### config.mk
export PLATFORM = sky130hd
export DESIGN_NAME = pb_debouncer_array
export DESIGN_NICKNAME = d
export VERILOG_FILES = /design/src/rtl/pb_debounce_pkg.sv /design/src/rtl/pb_debounce_ch.sv /design/src/rtl/pb_debouncer_array.sv
export SDC_FILE = /design/constraint.sdc
export NUM_CORES = 1
export LEC_CHECK = 0
export BUFFER_PORTS_ARGS = -buffer_cell sky130_fd_sc_hd__buf_2
export CAP_MARGIN = 5
export CORE_UTILIZATION = 40
export CTS_BUF_LIST = sky130_fd_sc_hd__clkbuf_4 sky130_fd_sc_hd__clkbuf_8 sky130_fd_sc_hd__clkbuf_16
export CTS_CLUSTER_SIZE = 10
export DETAILED_ROUTE_END_ITERATION = 8
export PLACE_DENSITY = 0.63
export RECOVER_POWER = 25
export SYNTH_ARGS = -nofsm -noshare
export SYNTH_HDL_FRONTEND = slang
export SYNTH_SLANG_ARGS = --single-unit
### constraint.sdc
create_clock -name clock -period 3.98 [get_ports clock]
set_input_delay 0.199 -clock clock [delete_from_list [all_inputs] [get_ports clock]]
set_output_delay 0.199 -clock clock [all_outputs]
set_load 0.01 [all_outputs]
### src/rtl/pb_debounce_pkg.sv
// Shared defaults and sizing helper for the push-button debouncer array.
package pb_debounce_pkg;

  localparam int DEF_N_CH          = 4;
  localparam int DEF_STABLE_CYCLES = 50000;
  localparam int DEF_SYNC_STAGES   = 2;
  localparam int DEF_LONG_CYCLES   = 0;
  localparam int DEF_ACTIVE_LOW    = 0;

  // Bits needed to hold 0..n-1, never less than one bit.
  function automatic int cnt_width(input int n);
    return (n < 2) ? 1 : $clog2(n);
  endfunction

endpackage

### src/rtl/pb_debounce_ch.sv
// One push-button channel: synchroniser, stability counter, edge pulses and
// optional long-press detection.
module pb_debounce_ch
  import pb_debounce_pkg::*;
#(
  parameter int STABLE_CYCLES = DEF_STABLE_CYCLES,
  parameter int SYNC_STAGES   = DEF_SYNC_STAGES,
  parameter int LONG_CYCLES   = DEF_LONG_CYCLES
) (
  input  logic clock,
  input  logic reset,
  input  logic raw,
  output logic state,
  output logic pb_down,
  output logic pb_up,
  output logic pb_long
);

  localparam int STB_W = cnt_width(STABLE_CYCLES);

  logic [SYNC_STAGES-1:0] sync;
  logic                   synced;
  logic [STB_W-1:0]       stable_cnt;
  logic                   accept;

  always_ff @(posedge clock) begin
    if (reset) begin
      sync <= '0;
    end else begin
      sync <= {sync[SYNC_STAGES-2:0], raw};
    end
  end

  assign synced = sync[SYNC_STAGES-1];

  // The level is accepted on the STABLE_CYCLES-th consecutive mismatch cycle.
  assign accept = (synced != state) && (stable_cnt == STB_W'(STABLE_CYCLES - 1));

  always_ff @(posedge clock) begin
    if (reset) begin
      stable_cnt <= '0;
      state      <= 1'b0;
      pb_down    <= 1'b0;
      pb_up      <= 1'b0;
    end else begin
      pb_down <= 1'b0;
      pb_up   <= 1'b0;
      if (synced == state) begin
        stable_cnt <= '0;
      end else if (accept) begin
        stable_cnt <= '0;
        state      <= synced;
        pb_down    <= synced;
        pb_up      <= ~synced;
      end else begin
        stable_cnt <= stable_cnt + 1'b1;
      end
    end
  end

  generate
    if (LONG_CYCLES > 0) begin : g_long
      localparam int LONG_W = cnt_width(LONG_CYCLES + 1);
      logic [LONG_W-1:0] long_cnt;

      // Counter saturates at LONG_CYCLES so the pulse fires once per press.
      always_ff @(posedge clock) begin
        if (reset) begin
          long_cnt <= '0;
          pb_long  <= 1'b0;
        end else begin
          pb_long <= 1'b0;
          if (!state) begin
            long_cnt <= '0;
          end else if (long_cnt != LONG_W'(LONG_CYCLES)) begin
            long_cnt <= long_cnt + 1'b1;
            pb_long  <= (long_cnt == LONG_W'(LONG_CYCLES - 1));
          end
        end
      end
    end else begin : g_no_long
      assign pb_long = 1'b0;
    end
  endgenerate

endmodule

### src/rtl/pb_debouncer_array.sv
// Array of independent push-button debouncers sharing one clock and reset.
module pb_debouncer_array
  import pb_debounce_pkg::*;
#(
  parameter int N_CH          = DEF_N_CH,
  parameter int STABLE_CYCLES = DEF_STABLE_CYCLES,
  parameter int SYNC_STAGES   = DEF_SYNC_STAGES,
  parameter int LONG_CYCLES   = DEF_LONG_CYCLES,
  parameter int ACTIVE_LOW    = DEF_ACTIVE_LOW
) (
  input  logic            clock,
  input  logic            reset,
  input  logic [N_CH-1:0] PB,
  output logic [N_CH-1:0] PB_state,
  output logic [N_CH-1:0] pb_down,
  output logic [N_CH-1:0] pb_up,
  output logic [N_CH-1:0] pb_long
);

  logic [N_CH-1:0] raw;

  // Inversion happens before synchronisation so the channels only see 1 = pressed.
  assign raw = (ACTIVE_LOW != 0) ? ~PB : PB;

  generate
    for (genvar i = 0; i < N_CH; i++) begin : g_ch
      pb_debounce_ch #(
        .STABLE_CYCLES (STABLE_CYCLES),
        .SYNC_STAGES   (SYNC_STAGES),
        .LONG_CYCLES   (LONG_CYCLES)
      ) u_ch (
        .clock   (clock),
        .reset   (reset),
        .raw     (raw[i]),
        .state   (PB_state[i]),
        .pb_down (pb_down[i]),
        .pb_up   (pb_up[i]),
        .pb_long (pb_long[i])
      );
    end
  endgenerate

endmodule
==> flow_summary_export.csv, run 1 <==
group,metric,value,unit
place,dpl.hpwl,4060,µm
floorplan,fp.dieW,96.9,µm
floorplan,initial_utilization,41.3,%
grt,grt_max_degree,18,
grt,antenna_found_initial,0,
grt,gr-total-overflow,0,
worst_hold_path,hold_path_class,"in2reg",
pwr,p_seq_share,57.8,%
cts,clock_latency,0.36,ns
timing,max_freq,0.547,GHz
place,port_buffers,17,
cells_and_area,layout.nets,415,
drt,dr.pass1.iters,4,
setup_path,crit_chain,"or4bb_1 -> nor4_4 -> or2b_2 -> nor2_1",
setup_path,critPathKind,"reg2reg",
outcome,status,"finished clean",
timing,hold_viol,0,
floorplan,io_pins,22,
grt,grt_pass1_vias,2361,
pwr,clkPwrFrac,40.8,%
cells_and_area,fin_util,44.1,%
synthesis,syn_area,0.00360,mm²
timing,layout_min_cycle_time,1.83,ns
drt,ant_nets,0,
setup_path,critPathTopFamily,"simple AND/OR/NAND/NOR gates",
setup_path,critPathLaunchType,"register",
cts,numCtsBuffers,9,
timing,fin_skew,0.00653,ns
cts,cts_resized,0,
grt,grt_pass1_wl,10500,µm
place,gp_congestion,0.834,
drt,viasPerCell,4.93,
pwr,p_sw_share,21.4,%
drt,routed_wl,6070,µm
cells_and_area,seqCellArea,0.00168,mm²
cts,htreeDepth,3,
synthesis,ys_warn_count,0,
cells_and_area,multi_input_area,0.00171,mm²
drt,wire_per_inst,11.7,µm
job,cap_violations,0,
drt,drcViolationCount,0,
cts,cts_tree,"yes",
cells_and_area,fillers,838,
pwr,pwr-share-comb,1.3,%
cells_and_area,drive_gt1_share,6.59,%
synthesis,avgSynthCellArea,9.10,µm²
floorplan,die-area,0.00940,mm²
timing,maxSlewViolCount,0,
pwr,internal_power,1150,µW
grt,grt_use_total,13.8,%
cts,cts_max_path_buffers,2,
cells_and_area,diodes,0,
floorplan,core_area,0.00872,mm²
timing,setup_tns,0,ns
cts,root_buffer,"clkbuf_8",
setup_path,arrival,2.07,ns
cts,ctsHoldBuffers,0,
pwr,p_switching,315,µW
pwr,vdd_drop_max,0.000125,V
setup_path,crit_slowest_cell,"or4bb_1",
setup_path,worstPathRequired,4.22,ns
timing,rsz0062_at_grt,"false",
floorplan,core.rowCount,34,
cts,clock_sinks,84,
synthesis,synth_cells,396,
synthesis,synth.distinct_cells,35,
drt,dr_total_vias,2555,
setup_path,worstSetupEndpointType,"register",
setup_path,crit_buf_inv,0,
setup_path,max_stage_delay,0.54,ns
cts,post_cts_buffers,0,
timing,slew_headroom,43.6,%
timing,setup_viol,0,
floorplan,die_y,96.9,µm
pwr,p_total,1470,µW
pwr,power.density,381,mW/mm²
pwr,leakage,0.00115,µW
synthesis,seq_area_frac_synth,46.7,%
cells_and_area,area_growth,6.80,%
timing,period_share,46.0,%
setup_path,cp_max_fo,15,
drt,drtIter0Drc,89,
cts,clkTransAtPathRegs,0.08,ns
synthesis,ys_ff_latch,84,
timing,worst_pin_slew,0.846,ns
[power by group through the flow]
| stage | logic (µW) | clock network [µW] | registers, µW |
|---|---|---|---|
| after floorplan | 18.1 | 0 | 867 |
| after global placement | 20.1 | 0 | 868 |
| after detailed placement | 20.4 | 0 | 868 |
| after CTS | 20.4 | 618 | 848 |
| after global routing | 22.7 | 653 | 849 |
| final | 19.6 | 599 | 848 |
[flip-flops by register name (all words and copies together) (netlist names)]
name and cells:
g_ch.u_ch.stable_cnt 64, g_ch.u_ch.sync 8, g_ch.u_ch.pb_down 4, g_ch.u_ch.pb_up 4, g_ch.u_ch.state 4
[synthesized netlist by cell type (all sizes together)]
| master | count | share of area (%) |
|---|---|---|
| or2b | 1 | 0.24 |
| conb | 1 | 0.10 |
| nor4 | 17 | 3.4 |
| ha | 4 | 1.4 |
| or2 | 2 | 0.35 |
| inv | 16 | 1.7 |
| nor2b | 8 | 1.4 |
| o31ai | 1 | 0.21 |
| or4bb | 1 | 0.31 |
| nand3 | 20 | 2.8 |
| xor2 | 15 | 3.6 |
| xnor2 | 44 | 11 |
| and3 | 4 | 0.69 |
| nor2 | 76 | 7.9 |
| nand4b | 1 | 0.24 |
| nand2b | 6 | 1.2 |
| nand2 | 16 | 1.7 |
| nand3b | 1 | 0.21 |
| or3 | 1 | 0.17 |
| buf | 18 | 4.1 |
| a21oi | 1 | 0.14 |
| nor3 | 21 | 2.9 |
| or4 | 4 | 0.94 |
| nand4 | 18 | 3.1 |
| nor4bb | 4 | 1.1 |
| clkbuf | 4 | 0.42 |
| nand4bb | 1 | 0.76 |
| nor4b | 2 | 0.49 |
| dfxtp | 84 | 47 |
| mux2i | 4 | 1.1 |
[metrics by stage]
stage | instance area [µm²] | hold slack (ns) | std cells | setup WS [ns]
final | 3850 | 0.0505 | 518 | 2.15
after global routing | 3850 | 0.0423 | 518 | 1.99
after CTS | 3870 | 0.0403 | 518 | 2.12
after detailed placement | 3670 | 0.420 | 502 | 2.13
after global placement | 3670 | 0.415 | 502 | 2.19
after floorplan | 3620 | 0.271 | 399 | 2.22
[metal layers]
layer  wire, µm  up-vias  global-route usage, %  part of all wire (%)
li1           -     1332                      -                     -
met1       2980     1148                   17.2                    49
met2       2660       58                   20.9                    44
met3        252       17                   4.41                   4.2
met4        167        0                   7.92                   2.8
met5          0        -                      0                     0
[path summary, 6_finish.rpt]
path,startpoint,end,slack [ns],cells after the start
min reg2reg,g_ch[0].u_ch.sync[0],g_ch[0].u_ch.sync[1],0.44,1
max,g_ch[0].u_ch.stable_cnt[7],g_ch[0].u_ch.stable_cnt[8],2.15,4
min,PB[3],g_ch[3].u_ch.sync[0],0.05,2
max reg2reg,g_ch[0].u_ch.stable_cnt[7],g_ch[0].u_ch.stable_cnt[8],2.15,4
[logic make-up after synthesis]
| family | share of synthesized area, % |
|---|---|
| compound gates | 0.347 |
| xor+xnor | 14.3 |
| fa+ha+maj | 1.39 |
| buf+inv | 6.14 |
| flops | 46.7 |
| mux | 1.11 |
| other cells | 0.104 |
| simple gates | 29.9 |
[cell type report]
class / count / share of cell area (%)
clock buffers: 11 / 3.61
repair buffers: 17 / 1.79
multi-input cells: 277 / 44.5
flip-flops and latches: 84 / 43.7
well taps: 108 / 3.51
inverters: 16 / 1.56
clock inverters: 5 / 1.36
[cell usage in the layout (no fill, tap or decap), types with 2 or more instances in the layout]
| cell type | count |
|---|---|
| and3_1 | 4 |
| buf_2 | 4 |
| clkbuf_1 | 13 |
| clkbuf_4 | 2 |
| clkbuf_8 | 9 |
| clkinv_2 | 3 |
| conb_1 | 4 |
| dfxtp_1 | 84 |
| ha_1 | 4 |
| inv_1 | 16 |
| mux2i_1 | 4 |
| nand2_1 | 16 |
| nand2b_1 | 5 |
| nand3_1 | 20 |
| nand4_1 | 18 |
| nor2_1 | 76 |
| nor2b_1 | 8 |
| nor3_1 | 21 |
| nor4_1 | 16 |
| nor4b_1 | 2 |
| nor4bb_1 | 4 |
| or2_2 | 2 |
| or4_1 | 3 |
| xnor2_1 | 44 |
| xor2_1 | 15 |
Power figures use the tool's default switching activity.
==> inputs of run 2 (changes only) <==
--- a/config.mk
+++ b/config.mk
@@ -11,7 +11,7 @@
 export CTS_BUF_LIST = sky130_fd_sc_hd__clkbuf_4 sky130_fd_sc_hd__clkbuf_8 sky130_fd_sc_hd__clkbuf_16
 export CTS_CLUSTER_SIZE = 10
 export DETAILED_ROUTE_END_ITERATION = 8
-export PLACE_DENSITY = 0.63
+export PLACE_DENSITY = 0.65
 export RECOVER_POWER = 25
 export SYNTH_ARGS = -nofsm -noshare
 export SYNTH_HDL_FRONTEND = slang
==> constraint.sdc (replaced) <==
create_clock -name clock -period 1.51 [get_ports clock]
set_input_delay 0.0755 -clock clock [delete_from_list [all_inputs] [get_ports clock]]
set_output_delay 0.0755 -clock clock [all_outputs]
set_load 0.01 [all_outputs]
==> run 2 against run 1 <==
Against the previous run: the run now ends with negative setup slack left; clock power grew to 2.7 times the previous value; cell count is 9.7% higher; register-to-register slack worse by 2.3 ns; combinational power grew to 3.6 times the previous value; critical endpoint is now g_ch[3].u_ch.stable_cnt[8].
==> flow_summary_export.csv, run 2 (synthesized netlist as in run 1, its figures left out) <==
group,metric,value,unit
drt,drcViolationCount,0,
grt,grt_pass1_wl,11300,µm
grt,antenna_found_initial,0,
place,port_buffers,17,
setup_path,rr_startpoint,"g_ch[3].u_ch.stable_cnt[11]",
cts,root_buffer,"clkbuf_8",
setup_path,worstSetupEndpointType,"register",
worst_hold_path,hold_path_class,"in2reg",
setup_path,worstPathRequired,1.75,ns
floorplan,die_y,96.9,µm
timing,rsz0062_at_grt,"true",
setup_path,critPathKind,"reg2reg",
cts,cts_max_path_buffers,2,
pwr,vdd_drop_max,0.000504,V
floorplan,io_pins,22,
grt,grt_pass1_vias,2589,
cts,clock_latency,0.35,ns
pwr,p_total,3910,µW
grt,grt_use_total,14.8,%
pwr,clkPwrFrac,41.1,%
floorplan,die-area,0.00940,mm²
floorplan,core.rowCount,34,
drt,routed_wl,6770,µm
drt,viasPerCell,4.81,
timing,maxSlewViolCount,0,
drt,dr_total_vias,2731,
timing,max_freq,0.605,GHz
cells_and_area,largest_reg_flops,64,
cells_and_area,diodes,0,
cts,numCtsBuffers,9,
cells_and_area,layout.nets,466,
drt,dr.pass1.iters,4,
timing,setup_ws,-0.143,ns
place,place_area,0.00402,mm²
cts,clkTransAtPathRegs,0.08,ns
pwr,p_seq_share,57.1,%
drt,wire_per_inst,11.9,µm
pwr,p_sw_share,21.7,%
timing,fin_skew,0.00862,ns
setup_path,critical_path.startpoint,"g_ch[3].u_ch.stable_cnt[11]",
outcome,status,"finished with violations",
cells_and_area,fin_cells,568,
drt,drtIter0Drc,79,
timing,setup_tns,-3.29,ns
drt,ant_nets,0,
pwr,power.density,896,mW/mm²
cells_and_area,final_common_cell,"dfxtp_1",
cts,clock_sinks,84,
setup_path,rr_worst_depth,4,
cts,htreeDepth,3,
timing,layout_min_cycle_time,1.65,ns
floorplan,core_area,0.00872,mm²
cells_and_area,top_regs,"g_ch.u_ch.stable_cnt (64), g_ch.u_ch.sync (8)",
pwr,p_switching,850,µW
setup_path,crit_end,"g_ch[3].u_ch.stable_cnt[8]",
setup_path,critPathLaunchType,"register",
grt,gr-total-overflow,0,
setup_path,cp_max_fo,8,
outcome,violations,"negative setup slack",
pwr,leakage,0.00144,µW
cells_and_area,area_growth,21.2,%
cts,cts_tree,"yes",
cells_and_area,max_flop_register,"g_ch.u_ch.stable_cnt",
timing,setup_viol,35,
cells_and_area,final_cell_mix,"77 x dfxtp_1, 71 x nor2_1, 46 x buf_4, 44 x xnor2_1, 21 x nor3_1",
setup_path,arrival,1.89,ns
setup_path,ff2ff_setup_slack,-0.14,ns
floorplan,fp.dieW,96.9,µm
cells_and_area,drive_gt1_share,23.3,%
place,dpl.hpwl,4700,µm
floorplan,initial_utilization,41.3,%
grt,grt_max_degree,18,
cells_and_area,fin_area,0.00437,mm²
pwr,pwr-share-comb,1.8,%
place,dp.cells,545,
timing,period_share,109,%
place,gp_congestion,0.795,
setup_path,r2r_end,"g_ch[3].u_ch.stable_cnt[8]",
job,cap_violations,0,
timing,hold_viol,0,
pwr,internal_power,3060,µW
## run 2: how the worst min path moves through the flow
stage / to / cells past startpoint / from
global route: g_ch[2].u_ch.state / 2 / reset
detailed placement: g_ch[0].u_ch.sync[0] / 2 / PB[0]
CTS: g_ch[3].u_ch.state / 2 / reset
floorplan: g_ch[1].u_ch.sync[0] / 1 / reset
finish: g_ch[3].u_ch.state / 2 / reset
global placement: g_ch[0].u_ch.sync[0] / 2 / PB[0]
## run 2: power by group through the flow
stage / combinational, µW / sequential, µW / clock, µW
CTS: 69.7 / 2230 / 1650
finish: 70.7 / 2230 / 1610
floorplan: 48.9 / 2290 / 0
detailed placement: 59.8 / 2290 / 0
global route: 79.0 / 2240 / 1750
global placement: 58.5 / 2290 / 0
## run 2: worst max-delay path, cell delays in order, from the launching register on
cell and delay, ns:
dfxtp_2 0.32, or4_1 0.50, or4_4 0.49, nand2b_4 0.18
nor2_1 0.05
## run 2: per-layer routing
layer / track usage (%) / wire [µm]
met1: 18.1 / 3250
met2: 25.1 / 3280
met3: 2.53 / 129
met4: 7.46 / 115
met5: 0 / 0
## run 2: timing repair
action / in CTS / in global routing
hold buffers: 4 / 0
cloned: 1 / 0
buffers inserted: 1 / 2
gates resized for setup: 2 / 20
pin swaps: 1 / 5
endpoints found under the hold margin: 4 / 0
setup endpoints to repair: 33 / 52
## run 2: metrics by stage
stage                     utilization, %  setup WS, ns  hold slack, ns
after global placement              46.1        -0.150           0.304
after detailed placement            46.1        -0.178           0.301
final                               50.1        -0.143          0.0827
after floorplan                        -        -0.157           0.147
after CTS                           49.1        -0.146          0.0758
after global routing                50.1        -0.201          0.0781
## run 2: area by class of cell
| class | count | area (µm²) |
|---|---|---|
| fillers | 802 | 4350 |
| repair buffers | 67 | 463 |
| well taps | 108 | 135 |
| multi-input cells | 278 | 1820 |
| flip-flops and latches | 84 | 1690 |
| inverters | 16 | 60.1 |
| clock inverters | 5 | 60.1 |
| clock buffers | 10 | 138 |
